**config.mk**
```make
export PLATFORM = sky130hd
export DESIGN_NAME = data_sync
export DESIGN_NICKNAME = d
export VERILOG_FILES = /design/src/rtl/data_sync.sv
export SDC_FILE = /design/constraint.sdc
export NUM_CORES = 1
export LEC_CHECK = 0
export BUFFER_PORTS_ARGS = -buffer_cell sky130_fd_sc_hd__buf_2
export CAP_MARGIN = 10
export CORE_AREA = 2 2 39 41
export DETAILED_ROUTE_END_ITERATION = 6
export DIE_AREA = 0 0 41 43
export GPL_TIMING_DRIVEN = 1
export PLACE_DENSITY_LB_ADDON = 0.3
export SLEW_MARGIN = 20
export SYNTH_ARGS = -nofsm -noshare
export SYNTH_HDL_FRONTEND = slang
export SYNTH_SLANG_ARGS = --single-unit
export TNS_END_PERCENT = 5
```
**constraint.sdc**
```tcl
create_clock -name clk -period 1.4 [get_ports clk]
set_input_delay 0.14 -clock clk [delete_from_list [all_inputs] [get_ports clk]]
set_output_delay 0.14 -clock clk [all_outputs]
set_load 0.02 [all_outputs]
```
**src/rtl/data_sync.sv**
```systemverilog
// data_sync: enable-qualified data-bus synchronizer for clock-domain crossings.
// Only the level enable is passed through a NUM_STAGES flop chain; the bus is
// captured into the destination domain on the rising edge of the synchronized
// enable, relying on the source keeping the bus stable around the transfer.
// Build option: define DATA_SYNC_PULSE_REG_EN to register enable_pulse so it
// coincides with the sync_bus update; otherwise enable_pulse is the
// combinational edge detect, one cycle ahead of the sync_bus update.
module data_sync #(
  parameter int NUM_STAGES = 2,
  parameter int BUS_WIDTH  = 8
) (
  input  logic                 clk,
  input  logic                 rst,
  input  logic [BUS_WIDTH-1:0] Unsync_bus,
  input  logic                 bus_enable,
  output logic [BUS_WIDTH-1:0] sync_bus,
  output logic                 enable_pulse
);

  // A single-flop chain cannot resolve metastability, so reject it at elaboration.
  if (NUM_STAGES < 2) begin : g_bad_stages
    $error("data_sync: NUM_STAGES must be at least 2");
  end

  // Bit 0 is the stage that samples bus_enable; the top bit is sync_en.
  logic [NUM_STAGES-1:0] sync_chain_q;
  logic [NUM_STAGES-1:0] sync_chain_d;
  logic                  sync_en;
  logic                  sync_en_dly_q;  // sync_en delayed by one cycle
  logic                  pulse_gen;
  logic [BUS_WIDTH-1:0]  sync_bus_q;
  logic [BUS_WIDTH-1:0]  sync_bus_d;

  // Next-state: shift the enable down the chain and select the bus on a new edge.
  always_comb begin
    sync_chain_d = {sync_chain_q[NUM_STAGES-2:0], bus_enable};
    sync_bus_d   = sync_bus_q;
    if (pulse_gen) begin
      sync_bus_d = Unsync_bus;
    end
  end

  assign sync_en   = sync_chain_q[NUM_STAGES-1];
  assign pulse_gen = sync_en & ~sync_en_dly_q;

  // Enable synchronizer, edge-detect history and captured bus; reset aborts any transfer.
  always_ff @(posedge clk or negedge rst) begin
    if (!rst) begin
      sync_chain_q  <= '0;
      sync_en_dly_q <= 1'b0;
      sync_bus_q    <= '0;
    end else begin
      sync_chain_q  <= sync_chain_d;
      sync_en_dly_q <= sync_en;
      sync_bus_q    <= sync_bus_d;
    end
  end

  assign sync_bus = sync_bus_q;

`ifdef DATA_SYNC_PULSE_REG_EN
  logic enable_pulse_q;

  // Strobe registered alongside the bus capture so both change on the same edge.
  always_ff @(posedge clk or negedge rst) begin
    if (!rst) begin
      enable_pulse_q <= 1'b0;
    end else begin
      enable_pulse_q <= pulse_gen;
    end
  end

  assign enable_pulse = enable_pulse_q;
`else
  // Strobe straight from the edge detector; it is driven only by flops, so it is
  // glitch-free and leads the sync_bus update by one cycle.
  assign enable_pulse = pulse_gen;
`endif

endmodule

```
Word-level counts from Yosys, hierarchy flattened
Index checks and enable logic that the tools add are counted.
{"block": "word_totals", "regBits": 11, "input_bits": 11, "out_inout_bits": 9, "elab_cells": 5}
{"block": "op_classes", "bitwise": 2}
{"operator": "AND 1 bit", "count": 1}
{"operator": "inverter 1 bit", "count": 1}

Depth between registers and ports, before layout
{"block": "logic_depth", "depth_word": 2, "depth_mapped": 3, "depth_no_buf": 2}

Worst setup path after synthesis
Ideal clock, no wire load.
{"block": "synth_timing", "kind": "reg-to-reg", "startpoint": "reg sync_en_dly_q", "endpoint": "reg sync_bus_q[0] (netlist: sync_bus[0])", "setup_ps": 125, "t_arrival_ps": 937, "required_time_ps": 1275, "path_slack_ps": 338, "stages_incl_launch_ff": 4, "path_buffers": 1, "synth_period_minus_slack_ps": 1062, "path_cell_list": "dfrtp_1 > nor2b_4 > buf_12 > mux2_4"}
{"block": "synth_via", "elab_chain_cells": 2}
{"element": "from (decl)", "line_no": "29", "text": "logic sync_en_dly_q;"}
{"element": "from (signal assigned)", "line_no": "54", "text": "sync_en_dly_q <= sync_en;"}
{"element": "inverter 1 bit", "line_no": "44", "text": "assign pulse_gen = sync_en & ~sync_en_dly_q;"}
{"element": "AND 1 bit", "line_no": "44"}
{"element": "net enable_pulse", "line_no": "17", "text": "output logic enable_pulse"}
{"element": "to (signal assigned)", "line_no": "55", "text": "sync_bus_q <= sync_bus_d;"}
{"element": "to (decl)", "line_no": "31", "text": "logic [BUS_WIDTH-1:0] sync_bus_q;"}
The timed path passes the listed nets, and every way through them passes these cells.
A chain may end at the register's enable or synchronous reset.

Worst setup path in the final report
{"block": "layout_timing", "startpoint": "reg sync_en_dly_q", "endpoint": "reg sync_bus_q[6] (netlist: sync_bus[6])"}
{"block": "layout_via", "elab_chain_cells": 2}
{"element": "inverter 1 bit", "line_no": "44"}
{"element": "AND 1 bit", "line_no": "44"}
Every way passes these cells.

==> results.json <==
{
  "p_leak_nw": 0.305,
  "port_buffers": 19,
  "cts_inserted_buffers": 3,
  "dieHeight_um": 43,
  "synth_edf_count": 0,
  "min_path_type": "input port to flop",
  "clockBufferDepth": 2,
  "finalMaxSlewViolations": 0,
  "ios": 20,
  "yosys.area.top_type": "dfrtp_1",
  "fin_crit_ns": 1.13,
  "fillers": 129,
  "drive_gt1_share_pct": 70.2,
  "outcome": "finished, final reports clean",
  "drtPass1Iterations": 1,
  "syn_area_per_cell_um2": 20.4,
  "h-tree-depth": 1,
  "antenna_found_initial": 0,
  "cap_violations": 0,
  "synth-seq-area-share_pct": 64.1,
  "multi_input_area_um2": 134,
  "worstMarginPinSlew_ns": 0.231,
  "grt_pass1_vias": 234,
  "timing.setup.tns_ns": 0,
  "cts.clk_slew.worst_paths_ns": 0.06,
  "syn_inst": 21,
  "yosys.area.top_type_share_pct": 64.1,
  "grt.total_usage_pct": 9.41,
  "p_clk_share_pct": 26.6,
  "fp.dieW_um": 41,
  "maxSlewHeadroom_pct": 84.6,
  "syn_area_um2": 429,
  "clkLatencyLatePin_ns": 0.26,
  "first_iter_violations": 0,
  "total_power_uw": 750,
  "cts.sinks": 11,
  "grt_pass1_wl_um": 1040,
  "fin_crit_sh_pct": 80.4,
  "dieArea_um2": 1760,
  "endpoint_kind": "flop",
  "crit_type": "flop to flop",
  "wirelength_um": 697,
  "synth-seq-cells": 11,
  "internal-power_uw": 557,
  "ant_nets": 0,
  "pwr-share-comb_pct": 23.3,
  "netlist_top_cells_count": "dfrtp_1 (11), mux2_4 (8), buf_12 (1), nor2b_4 (1)",
  "nNetsFinal": 59,
  "wire_per_inst_um": 11.1,
  "cp_data_required_time_ns": 1.54,
  "ys_warn_count": 0,
  "timing_hold_violations_final": 0,
  "start_util_pct": 31.0,
  "setup_viol": 0,
  "seq_area_um2": 275,
  "via_per_inst": 4.14,
  "row_count": 14,
  "crit_arrival_ns": 1.27,
  "vias": 261,
  "coreArea_um2": 1380,
  "peakVddDrop_v": 0.000614,
  "p_per_area_nw_per_um2": 1280,
  "drc_errors": 0,
  "cp_max_fo": 6,
  "grt_overflow": 0,
  "yosysMostFrequentCell": "dfrtp_1",
  "netSwitchingFraction_pct": 25.8,
  "synth_area_leaders": "dfrtp_1 (64%), mux2_4 (28%), buf_12 (4.7%), nor2b_4 (3.2%)",
  "p_sw_uw": 193,
  "cts_tree": "yes",
  "timing.fmax_mhz": 888,
  "timing.hold.ws_ns": 0.109,
  "synthArstFlopShare_pct": 100,
  "area_growth_pct": 36.4,
  "worstSetupStartpointType": "flop",
  "skew_ns": 0.000561,
  "synth_cell_types": 4,
  "gp_congestion": 0.569,
  "grt_max_degree": 12,
  "pwr-share-seq_pct": 50.1,
  "rsz0062_at_grt": "no",
  "postSynthNetCount": 32,
  "antenna_cells": 0,
  "synth_flop_cell": "dfrtp_1",
  "cts_root_buffer": "clkbuf_4"
}
-- final cells by class --
cell class / count / share of cell area (%)
Sequential cell: 11 / 47.0
Timing Repair Buffer: 23 / 22.2
Tap cell: 16 / 3.42
Multi-Input combinational cell: 9 / 22.9
Clock buffer: 4 / 4.49
-- path summary, 6_finish.rpt --
path,to,slack [ns],depth (start not counted),start
setup / recovery,sync_bus[6]$_DFFE_PN0P_,0.27,3,sync_en_dly_q$_DFF_PN0_
hold reg to reg,sync_chain_q[1]$_DFF_PN0_,0.35,0,sync_chain_q[0]$_DFF_PN0_
min in group asynchronous,sync_en_dly_q$_DFF_PN0_,0.27,2,rst
hold / removal,sync_bus[3]$_DFFE_PN0P_,0.11,2,Unsync_bus[3]
setup reg to reg,sync_bus[6]$_DFFE_PN0P_,0.27,3,sync_en_dly_q$_DFF_PN0_
max in group asynchronous,sync_bus[2]$_DFFE_PN0P_,0.94,2,rst
-- flip-flops by register name, indices dropped and copies added, names as in the netlist --
signal	count
sync_en_dly_q	1
sync_chain_q	2
sync_bus	8
-- critical path: stages (launching register included) --
cell and delay (ns):
dfrtp_1 0.39, nor2b_4 0.12, buf_4 0.18, mux2_4 0.31
-- power groups by stage --
stage	combinational (mW)	clock, mW	sequential (mW)
after floorplan	0.0689	0	0.424
after global placement	0.166	0	0.380
after detailed placement	0.169	0	0.382
after CTS	0.174	0.212	0.377
after global routing	0.188	0.225	0.381
final	0.175	0.199	0.376
-- logic make-up after synthesis --
logic type | after synthesis | share of synthesized area, %
DFF | 11 | 64.1
and+or+nand+nor | 1 | 3.21
buffers and inverters | 1 | 4.66
muxes | 8 | 28.0
-- cells in the final DEF, fill, tap and decap left out --
cell,n
buf_4,2
clkbuf_4,3
clkbuf_1,1
dlygate4sd3_1,2
nor2b_4,1
mux2_4,8
dfrtp_1,11
buf_2,19
-- what timing repair did --
item,4_1_cts,5_1_grt
gates resized for setup,0,0
setup buffers,0,2
hold buffers,2,0
setup endpoints to repair,0,1
endpoints found under the hold margin,12,0
-- per-stage QoR --
stage / utilization [%] / cell area (µm²) / cells / setup WS (ns)
floorplan: - / 429 / 21 / 0.338
global placement: 37.9 / 524 / 55 / 0.252
detailed placement: 37.9 / 524 / 55 / 0.226
CTS: 41.2 / 571 / 61 / 0.0266
global route: 42.3 / 586 / 63 / 0.247
finish: 42.3 / 586 / 63 / 0.274
-- per-layer routing --
| layer | vias up | global-route usage, % | routed length, µm |
|---|---|---|---|
| met5 | - | 0 | 0 |
| met4 | 0 | 4.00 | 0 |
| met3 | 0 | 6.28 | 69 |
| met2 | 12 | 13.4 | 330 |
| met1 | 126 | 10.6 | 297 |
| li1 | 123 | - | - |
Note: power is estimated with default switching activity, not from simulation.
